[src/rtl/me_pkg.sv]
// Shared types and sizes for the motion-estimation block scheduler.
// Word counts and address widths match the engine's write-side memories.
package me_pkg;

  localparam int CUR_WORDS = 32;
  localparam int REF_WORDS = 128;
  localparam int CA_WIDTH  = 5;
  localparam int RA_WIDTH  = 7;
  localparam int PIX_WIDTH = 64;

  typedef enum logic [2:0] {
    IDLE,
    LOAD_CUR,
    LOAD_REF,
    GO,
    WAIT,
    RESULT
  } state_e;

endpackage

[src/rtl/me_load_ctr.sv]
// Memory write-side loader: word address counter with write strobe and
// a terminal-count flag raised on the last accepted word of a block.
module me_load_ctr #(
  parameter int AW    = me_pkg::CA_WIDTH,
  parameter int WORDS = me_pkg::CUR_WORDS,
  parameter int DW    = me_pkg::PIX_WIDTH
) (
  input  logic          clk,
  input  logic          reset,
  input  logic          en,
  input  logic          in_valid,
  input  logic [DW-1:0] in_data,
  output logic [AW-1:0] addr,
  output logic [DW-1:0] wdata,
  output logic          we,
  output logic          last
);

  logic [AW-1:0] cnt_q, cnt_d;

  always_comb begin
    we    = en & in_valid;
    last  = we && (cnt_q == AW'(WORDS - 1));
    cnt_d = cnt_q;
    if (we) begin
      cnt_d = last ? '0 : cnt_q + 1'b1;
    end
  end

  always_ff @(posedge clk or negedge reset) begin
    if (!reset) begin
      cnt_q <= '0;
    end else begin
      cnt_q <= cnt_d;
    end
  end

  assign addr  = cnt_q;
  assign wdata = en ? in_data : '0;

endmodule

[src/rtl/me_block_sched.sv]
// Block scheduler: loads cur/ref memories per block, kicks the engine,
// waits for a fresh done edge (or timeout) and returns one result per block.
module me_block_sched #(
  parameter int D_WIDTH   = me_pkg::PIX_WIDTH,
  parameter int CUR_WORDS = me_pkg::CUR_WORDS,
  parameter int REF_WORDS = me_pkg::REF_WORDS,
  parameter int TIMEOUT   = 4096
) (
  input  logic                        clk,
  input  logic                        reset,
  input  logic                        start,
  input  logic [15:0]                 num_blocks,
  input  logic [3:0]                  cfg_r,
  output logic                        busy,
  output logic                        job_done,
  input  logic                        in_valid,
  output logic                        in_ready,
  input  logic [D_WIDTH-1:0]          in_data,
  output logic [me_pkg::CA_WIDTH-1:0] address_write_cur,
  output logic [D_WIDTH-1:0]          data_write_cur,
  output logic                        write_enable_cur,
  output logic [me_pkg::RA_WIDTH-1:0] address_write_ref,
  output logic [D_WIDTH-1:0]          data_write_ref,
  output logic                        write_enable_ref,
  output logic [3:0]                  r,
  output logic                        go,
  input  logic                        done,
  input  logic [7:0]                  m_i,
  input  logic [7:0]                  m_j,
  output logic                        res_valid,
  input  logic                        res_ready,
  output logic [7:0]                  res_mi,
  output logic [7:0]                  res_mj,
  output logic [15:0]                 res_idx,
  output logic                        res_err
);
  import me_pkg::*;

  localparam int TW = (TIMEOUT > 2) ? $clog2(TIMEOUT) : 1;

  state_e        state_q, state_d;
  logic [15:0]   nb_q, nb_d;
  logic [15:0]   blk_q, blk_d;
  logic [3:0]    r_q, r_d;
  logic [TW-1:0] tmo_q, tmo_d;
  logic [7:0]    mi_q, mi_d, mj_q, mj_d;
  logic          err_q, err_d;
  logic          job_done_q, job_done_d;
  logic          done_q, done_evt;
  logic          load_cur, load_ref, cur_last, ref_last;

  assign load_cur = (state_q == LOAD_CUR);
  assign load_ref = (state_q == LOAD_REF);

  me_load_ctr #(.AW(CA_WIDTH), .WORDS(CUR_WORDS), .DW(D_WIDTH)) u_cur_ctr (
    .clk      (clk),
    .reset    (reset),
    .en       (load_cur),
    .in_valid (in_valid),
    .in_data  (in_data),
    .addr     (address_write_cur),
    .wdata    (data_write_cur),
    .we       (write_enable_cur),
    .last     (cur_last)
  );

  me_load_ctr #(.AW(RA_WIDTH), .WORDS(REF_WORDS), .DW(D_WIDTH)) u_ref_ctr (
    .clk      (clk),
    .reset    (reset),
    .en       (load_ref),
    .in_valid (in_valid),
    .in_data  (in_data),
    .addr     (address_write_ref),
    .wdata    (data_write_ref),
    .we       (write_enable_ref),
    .last     (ref_last)
  );

  // Only a 0->1 transition counts, so a done level left over from the last block is ignored.
  assign done_evt = done & ~done_q;

  always_comb begin
    state_d    = state_q;
    nb_d       = nb_q;
    blk_d      = blk_q;
    r_d        = r_q;
    tmo_d      = tmo_q;
    mi_d       = mi_q;
    mj_d       = mj_q;
    err_d      = err_q;
    job_done_d = 1'b0;
    case (state_q)
      IDLE: begin
        if (start) begin
          if (num_blocks != 16'd0) begin
            nb_d    = num_blocks;
            r_d     = cfg_r;
            blk_d   = 16'd0;
            state_d = LOAD_CUR;
          end else begin
            job_done_d = 1'b1;
          end
        end
      end
      LOAD_CUR: if (cur_last) state_d = LOAD_REF;
      LOAD_REF: if (ref_last) state_d = GO;
      GO: begin
        tmo_d   = '0;
        state_d = WAIT;
      end
      WAIT: begin
        // Timeout fires on the cycle the counter would reach TIMEOUT-1; done wins a tie.
        if (done_evt) begin
          mi_d    = m_i;
          mj_d    = m_j;
          err_d   = 1'b0;
          state_d = RESULT;
        end else if (tmo_q == TW'(TIMEOUT - 2)) begin
          mi_d    = 8'd0;
          mj_d    = 8'd0;
          err_d   = 1'b1;
          state_d = RESULT;
        end else begin
          tmo_d = tmo_q + 1'b1;
        end
      end
      RESULT: begin
        if (res_ready) begin
          if (blk_q == nb_q - 16'd1) begin
            job_done_d = 1'b1;
            state_d    = IDLE;
          end else begin
            blk_d   = blk_q + 16'd1;
            state_d = LOAD_CUR;
          end
        end
      end
      default: state_d = IDLE;
    endcase
  end

  always_ff @(posedge clk or negedge reset) begin
    if (!reset) begin
      state_q    <= IDLE;
      nb_q       <= '0;
      blk_q      <= '0;
      r_q        <= '0;
      tmo_q      <= '0;
      mi_q       <= '0;
      mj_q       <= '0;
      err_q      <= 1'b0;
      job_done_q <= 1'b0;
      done_q     <= 1'b0;
    end else begin
      state_q    <= state_d;
      nb_q       <= nb_d;
      blk_q      <= blk_d;
      r_q        <= r_d;
      tmo_q      <= tmo_d;
      mi_q       <= mi_d;
      mj_q       <= mj_d;
      err_q      <= err_d;
      job_done_q <= job_done_d;
      done_q     <= done;
    end
  end

  assign busy      = (state_q != IDLE);
  assign in_ready  = load_cur | load_ref;
  assign go        = (state_q == GO);
  assign res_valid = (state_q == RESULT);
  assign job_done  = job_done_q;
  assign r         = r_q;
  assign res_mi    = mi_q;
  assign res_mj    = mj_q;
  assign res_err   = err_q;
  assign res_idx   = blk_q;

endmodule

[config.mk]
export PLATFORM = sky130hd
export DESIGN_NAME = me_block_sched
export DESIGN_NICKNAME = d
export VERILOG_FILES = /design/src/rtl/me_pkg.sv /design/src/rtl/me_load_ctr.sv /design/src/rtl/me_block_sched.sv
export SDC_FILE = /design/constraint.sdc
export NUM_CORES = 1
export LEC_CHECK = 0
export ABC_AREA = 1
export CORE_MARGIN = 5
export CORE_UTILIZATION = 38
export CTS_BUF_LIST = sky130_fd_sc_hd__clkbuf_8 sky130_fd_sc_hd__clkbuf_16
export DETAILED_ROUTE_END_ITERATION = 10
export GPL_TIMING_DRIVEN = 0
export HOLD_SLACK_MARGIN = 0.05
export PLACE_DENSITY_LB_ADDON = 0.05
export SLEW_MARGIN = 0
export SYNTH_ARGS = -nofsm -noshare
export SYNTH_HDL_FRONTEND = slang
export SYNTH_SLANG_ARGS = --single-unit
[constraint.sdc]
create_clock -name clk -period 2.9 [get_ports clk]
set_clock_uncertainty 0.15 [all_clocks]
set_input_delay 0.58 -clock clk [delete_from_list [all_inputs] [get_ports clk]]
set_output_delay 0.58 -clock clk [all_outputs]
set_load 0.1 [all_outputs]
# After elaboration in Yosys (flattened, before gate mapping)
# Cells that the tools add are included.
[totals]
wordCells = 84
in_bits = 106
output_inout_bits = 184
regBits = 82
[classes]
n_addsub = 5
n_eq_ne = 18
n_reduce_logical = 13
n_bitwise = 5
mux = 31
[op_table]
columns = ["op", "n"]
rows = [
  ["64-bit two-way mux", 2],
  ["16-bit two-way mux", 4],
  ["16-bit one-hot mux with 2 select lines", 1],
  ["12-bit two-way mux", 2],
  ["8-bit two-way mux", 3],
  ["12-bit one-hot mux with 2 select lines", 1],
  ["3-bit two-way mux", 7],
  ["3-bit one-hot mux with 6 select lines", 1],
  ["16-bit by 1-bit adder with 16-bit output (second input constant)", 1],
  ["16-bit equality test", 1],
  ["16-bit nonzero test", 1],
  ["16-bit by 1-bit subtractor with 16-bit output (second input constant)", 1],
  ["12-bit by 1-bit adder with 12-bit output (second input constant)", 1],
  ["12-bit equality test (second input constant)", 1],
  ["2-bit inequality test (second input constant)", 5],
  ["7-bit by 1-bit adder with 7-bit output (second input constant)", 1],
  ["7-bit equality test (second input constant)", 1],
  ["1-bit two-way mux", 7],
  ["7-bit two-way mux", 1],
  ["3-bit by 2-bit equality test with 1-bit output (second input constant)", 2],
  ["3-bit equality test (second input constant)", 2],
  ["2-bit by 1-bit inequality test with 1-bit output (second input constant)", 3],
  ["3-bit AND reduction", 2],
  ["6-bit AND reduction", 1],
  ["15 further kinds", 20],
]

# Depth between registers and ports, before layout
# Gate-level depths: netlist (run 1).
[logic_depth]
depth_word = 5
depth_mapped = 17
mapped_depth_nobuf = 16

# Modules after synthesis
# A second synthesis (run 1) with hierarchy kept.
[hier_totals]
cells_unflattened = 894
hier_area_um2 = 5908.2
[modules_own_cells]
columns = ["module", "cells_each", "seq_area_each_um2", "n_inst", "area_per_inst_um2"]
rows = [
  ["me_block_sched", 542, 1751.7, 1, 4136.5],
  ["me_load_ctr at u_ref_ctr", 183, 175.2, 1, 933.4],
  ["me_load_ctr at u_cur_ctr", 169, 125.1, 1, 838.3],
]

# Worst setup path after synthesis (run 1)
# OpenSTA, ideal clock, no wires.
[synth_timing]
path_type = "flip-flop to output port"
from = "register state_q[2]"
to = "output data_write_ref[53]"
required_ns = 2.170
setup_slack_ns = -0.280
stages_incl_launch_ff = 6
t_arrival_ns = 2.450
path_buffers = 2
path_cell_list = "dfrtp_1 -> nor3_1 -> inv_1 -> clkbuf_1 -> buf_1 -> nor2_1"
[synth_between]
elab_chain_cells = 2
[synth_rtl]
columns = ["item", "line", "rtl"]
rows = [
  ["start: declaration", "me_block_sched.sv:41", "state_e state_q, state_d;"],
  ["start signal: assignment", "me_block_sched.sv:155", "state_q <= state_d;"],
  ["3-bit by 2-bit equality test with 1-bit output", "me_block_sched.sv:53", "assign load_ref = (state_q == LOAD_REF);"],
  ["64-bit two-way mux", "me_load_ctr.sv:39", "assign wdata = en ? in_data : '0;"],
  ["end: declaration", "me_block_sched.sv:23", "output logic [D_WIDTH-1:0] data_write_ref,"],
]
# Every way passes these cells.

# Worst setup path after layout (run 1)
[layout_timing]
from = "register blk_q[11], in the netlist res_idx[11]"
to = "output res_idx[11]"
[layout_lines]
columns = ["item", "line", "rtl"]
rows = [
  ["start: declaration", "me_block_sched.sv:43", "logic [15:0] blk_q, blk_d;"],
  ["start signal: assignment", "me_block_sched.sv:157", "blk_q <= blk_d;"],
  ["end: declaration", "me_block_sched.sv:34", "output logic [15:0] res_idx,"],
]
# No word-level cell between the ends.

==> flow_metrics.tcl, run 1 <==
set metrics [dict create \
    syn_area_per_cell_um2 6.565 \
    path_depth 1 \
    synthMuxAreaShare 0 \
    cp_data_required_time_ps 2170 \
    setup.worst_path.start "res_idx[11]" \
    h-tree-depth 3 \
    ys_types 36 \
    final_common_cell "nand2_1" \
    cp-end-kind "output pin" \
    grt_max_degree 44 \
    worstPathCellList "clkdlybuf4s50_1" \
    die_h_um 130.9 \
    initial_core_util 0.3851 \
    grt-ovfl-total 0 \
    clock_latency_ps 340 \
    synth_seq_cells 82 \
    syn_nets 959 \
    cts_tree "done" \
    max_freq_ghz 0.3588 \
    grt_pass1_vias 6126 \
    rows 44 \
    setup_viol 0 \
    gp_congestion 0.8826 \
    coreArea_mm2 0.01442 \
    via_per_inst 4.680 \
    grtUsageTotal 0.2420 \
    synth.area.top_cells "dfrtp_1, nor2_1, nand2_1" \
    final_cell_mix "nand2_1, clkdlybuf4s50_1, inv_1, nor2_1, buf_4" \
    antenna_cells 0 \
    synth_largest_area_cell "dfrtp_1" \
    worst_pin_slew_ps 1047 \
    wl_per_cell_um 15.74 \
    clk_pin_slew_ps 60 \
    status "completed" \
    reg2reg_from "nb_q[0]" \
    slew_violations 0 \
    drt_wl_total_um 21030 \
    ios 290 \
    worst-r2r-cell-count 13 \
    drv_cap 0 \
    setup_slack_ps 112.6 \
    critical_path.max_fanout 6 \
    fin_crit_sh 0.9612 \
    synth_compound_area_frac 0.07344 \
    cp.arrival_ps 2060 \
    synthFlopType "dfrtp_1" \
    instances_no_fill 1336 \
    dr.first_iter.drc_count 395 \
    dp_cells 1320 \
    syn2layout_area_growth_pct 60.33 \
    via_count 6253 \
    place_ws_ps -667.2 \
    ys_seq_area_frac 0.3695 \
    die_w_um 130.9 \
    synth_top_family_by_area "simple AND/OR/NAND/NOR gates" \
    hp-class "in -> async" \
    grt_first_pass_wirelength_um 32290 \
    critical-path-slowest-cell "clkdlybuf4s50_1" \
    layout.nets 1260 \
    drc 0 \
    synth_async_sr_flop_share 1.000 \
    crit_buf_inv 1 \
    numCtsBuffers 9 \
    rrSetupSlack_ps 320 \
    fin_crit_ps 2787 \
    synth_xor_area_frac 0.05204 \
    cp-start-kind "flip-flop" \
    ant_nets 0 \
    cts_hold_buf 0 \
    yosys.area_share.simple 0.3622 \
    drive_gt1_frac 0.2222 \
    synth_fa_ha_area_frac 0.01577 \
    rsz0062_at_grt "false" \
    slew_headroom 0.3046 \
    cts_buffer_depth 2 \
    io_buffers 289 \
    dp.final_hpwl_um 17440 \
    critical_path_class "reg -> out" \
    drt_pass1_iterations 5 \
    synth-edff-count 0 \
    yosysTopAreaCellShare 0.3695 \
    cts_root_buf "clkbuf_16" \
    synth.cell_area_mm2 0.005554 \
    syn_inst 846 \
    hold_viol_final 0 \
    cts_sinks 82 \
    antenna_found_initial 0 \
    critPathTopFamily "buffers and inverters" \
    slowest_delay_ps 1200 \
    yosys_warnings 0 \
    dieArea_mm2 0.01713 \
    r2r_end "job_done" \
]
==> what timing repair did <==
action,4_1_cts,5_1_grt
resized for setup,763,56
setup endpoints to repair,134,117
buffers inserted,0,0
==> state kept, by name (all words and copies together) (netlist names) <==
register	flops
done_q	1
job_done	1
nb_q	16
r	4
res_err	1
res_idx	16
res_mi	8
res_mj	8
state_q	3
tmo_q	12
u_cur_ctr.addr	5
u_ref_ctr.addr	7
==> per-layer routing <==
metal,track usage,vias to the layer above,part of all wire
met5,0,-,0
met4,0.05324,0,0.012
met3,0.07398,17,0.078
met2,0.4374,180,0.53
met1,0.2817,2858,0.38
li1,-,3198,-
==> cell usage after synthesis, types with 7 or more instances <==
cell        n
nor2_1    195
nand2_1   180
inv_1     146
dfrtp_1    82
nand3_1    42
xor2_1     25
nand4_1    20
a22o_1     16
clkbuf_1   16
o21ai_1    16
a21oi_1    14
nor3_1     14
o21ai_0    11
buf_2      10
nor2_2      8
xnor2_1     8
ha_1        7
==> final cells by class <==
class	count	area, µm²
plain buffers	31	157.7
clock buffers	10	239.0
clock inverters	6	58.81
fillers	1409	5519
inverters	150	563.0
multi-input cells	583	2952
flip-flops and latches	82	2052
well taps	184	230.2
repair buffers	290	2653
==> worst max path at each step <==
stage / end
6_report: res_idx[11]
5_1_grt: data_write_ref[22]
4_1_cts: go
3_5_place_dp: data_write_ref[57]
3_3_place_gp: res_mj[1]
2_1_floorplan: data_write_ref[53]
==> logic make-up (layout without fill, tap and decap cells) <==
logic type,Yosys count,count (layout)
buffers and inverters,181,487
adders and majority gates,7,7
xor gates and xnor gates,33,33
AOI/OAI and AO/OA,66,66
and+or+nand+nor,477,477
DFF,82,82
==> stage by stage <==
stage / utilization / setup TNS, ps / area [µm²] / hold WS (ps)
after floorplan: - / -14300 / 5704 / 134.4
after global placement: 0.6120 / -223700 / 8827 / 305.4
after detailed placement: 0.6137 / -64050 / 8852 / 307.6
after CTS: 0.6204 / -8.361 / 8949 / 94.84
after global routing: 0.6174 / 0 / 8905 / 114.6
final: 0.6174 / 0 / 8905 / 75.25
Power of run 1 is not shown: default switching activity piles up to over one toggle a cycle in this logic, so the estimate is an artifact.
==> run 2: changes to the inputs <==
--- a/config.mk
+++ b/config.mk
@@ -17,3 +17,4 @@
 export SYNTH_ARGS = -nofsm -noshare
 export SYNTH_HDL_FRONTEND = slang
 export SYNTH_SLANG_ARGS = --single-unit
+export TNS_END_PERCENT = 5
==> run 2 against run 1 <==
Effect of this change: cell count is 0.22% higher; clock-buffer cell count is 1 lower; flip-flop and latch count stayed put; critical path depth is 7 higher; worst setup slack worse by 81 ps; critical endpoint is now data_write_cur[48]; routed wire length is 16% higher; highest routed layer is now met5; non-clock buffer count is 1 higher.
==> flow_metrics.tcl, run 2 (synthesized netlist as in run 1, its figures left out) <==
set metrics [dict create \
    gp_congestion 0.9228 \
    fin_crit_ps 2868 \
    cts_root_buf "clkbuf_16" \
    grt_first_pass_wirelength_um 35120 \
    wl_per_cell_um 18.28 \
    fin_crit_sh 0.9890 \
    clk_pin_slew_ps 60 \
    slew_headroom 0.2853 \
    antenna_found_initial 4 \
    grt_max_degree 55 \
    cts_buffer_depth 2 \
    slowest_delay_ps 400 \
    grt_pass1_vias 6171 \
    cts_sinks 82 \
    drt_pass1_iterations 5 \
    setup_slack_ps 32.04 \
    slew_violations 0 \
    numCtsBuffers 9 \
    critPathTopFamily "buffers and inverters" \
    cp_data_required_time_ps 2170 \
    ios 290 \
    rsz0062_at_grt "true" \
    fill_cells 1402 \
    cp-end-kind "output pin" \
    drc 0 \
    max_freq_ghz 0.3487 \
    critical_path_class "reg -> out" \
    die_h_um 130.9 \
    setup_viol 0 \
    cp.arrival_ps 2140 \
    dieArea_mm2 0.01713 \
    grtUsageTotal 0.2754 \
    final_common_cell "nor2_1" \
    drive_gt1_frac 0.1735 \
    syn2layout_area_growth_pct 62.09 \
    worstPathCellList "inv_1 -> nand2_1 -> nor2_1 -> inv_1 -> clkbuf_2 -> clkbuf_1 -> nor2_1 -> buf_6" \
    rows 44 \
    ant_nets 0 \
    coreArea_mm2 0.01442 \
    drt_wl_total_um 24470 \
    register_area_mm2 0.002052 \
    dr.first_iter.drc_count 451 \
    final_cell_mix "nor2_1, nand2_1, clkdlybuf4s50_1, inv_1, buf_6" \
    cp-start-kind "flip-flop" \
    critical_path.max_fanout 10 \
    clock_latency_ps 340 \
    setup_tns_ps 0 \
    initial_core_util 0.3851 \
    grt-ovfl-total 0 \
    layout.nets 1261 \
    cts_setup_buffers 0 \
    cts_tree "done" \
    h-tree-depth 3 \
    place_ws_ps -846.8 \
    critical-path-slowest-cell "dfrtp_1" \
    multi_input_area_mm2 0.002816 \
    drv_cap 0 \
    via_per_inst 4.816 \
    holdWs_ps 320.3 \
    io_buffers 289 \
    die_w_um 130.9 \
    via_count 6448 \
    hp-class "reg -> reg" \
    crit_buf_inv 5 \
    hold_viol_final 0 \
    status "completed" \
    dp.final_hpwl_um 20280 \
    worst_pin_slew_ps 1069 \
]
## run 2: path summary, 6_finish.rpt
path | startpoint | endpoint | slack, ps | cells past startpoint
max | state_q[1] | data_write_cur[48] | 30 | 8
min | r[0] | r[0] | 320 | 2
max reg2reg | nb_q[0] | res_idx[14] | 400 | 14
min reg2reg | r[0] | r[0] | 320 | 2
max in group asynchronous | reset | u_cur_ctr.addr[2] | 1430 | 3
min in group asynchronous | reset | nb_q[3] | 560 | 2
## run 2: per-stage QoR
stage | instances | util | area (µm²)
floorplan | 846 | - | 5554
global placement | 1319 | 0.6016 | 8677
detailed placement | 1320 | 0.6033 | 8702
CTS | 1337 | 0.6181 | 8916
global route | 1337 | 0.6238 | 8997
finish | 1339 | 0.6241 | 9002
## run 2: routing by layer
| metal | wire length, µm | up-vias | track usage |
|---|---|---|---|
| met4 | 653 | 8 | 0.08832 |
| met5 | 49 | - | 0 |
| met3 | 2115 | 40 | 0.08902 |
| met2 | 12100 | 233 | 0.4518 |
| li1 | - | 3195 | - |
| met1 | 9557 | 2972 | 0.3446 |
## run 2: area by class of cell
type	count	area share
timing repair buffer	291	0.3176
multi-input combinational	583	0.3129
sequential	82	0.2279
inverter	150	0.06254
tap	184	0.02557
clock buffer	9	0.02502
buffer	31	0.01696
clock inverter	7	0.01098
antenna	2	0.0005559
## run 2: tightest hold or removal path: stages, from the launching register on
cell and delay, ps:
dfrtp_1 340, nand2_1 50, nand2_1 50
## run 2: repair_timing
item / in CTS / in global routing
hold endpoints to repair: 28 / 0
endpoints found under the setup margin: 134 / 129
hold buffers: 1 / 0
resized for setup: 781 / 97
cloned: 0 / 0
Power of run 2 is left out for the same reason.
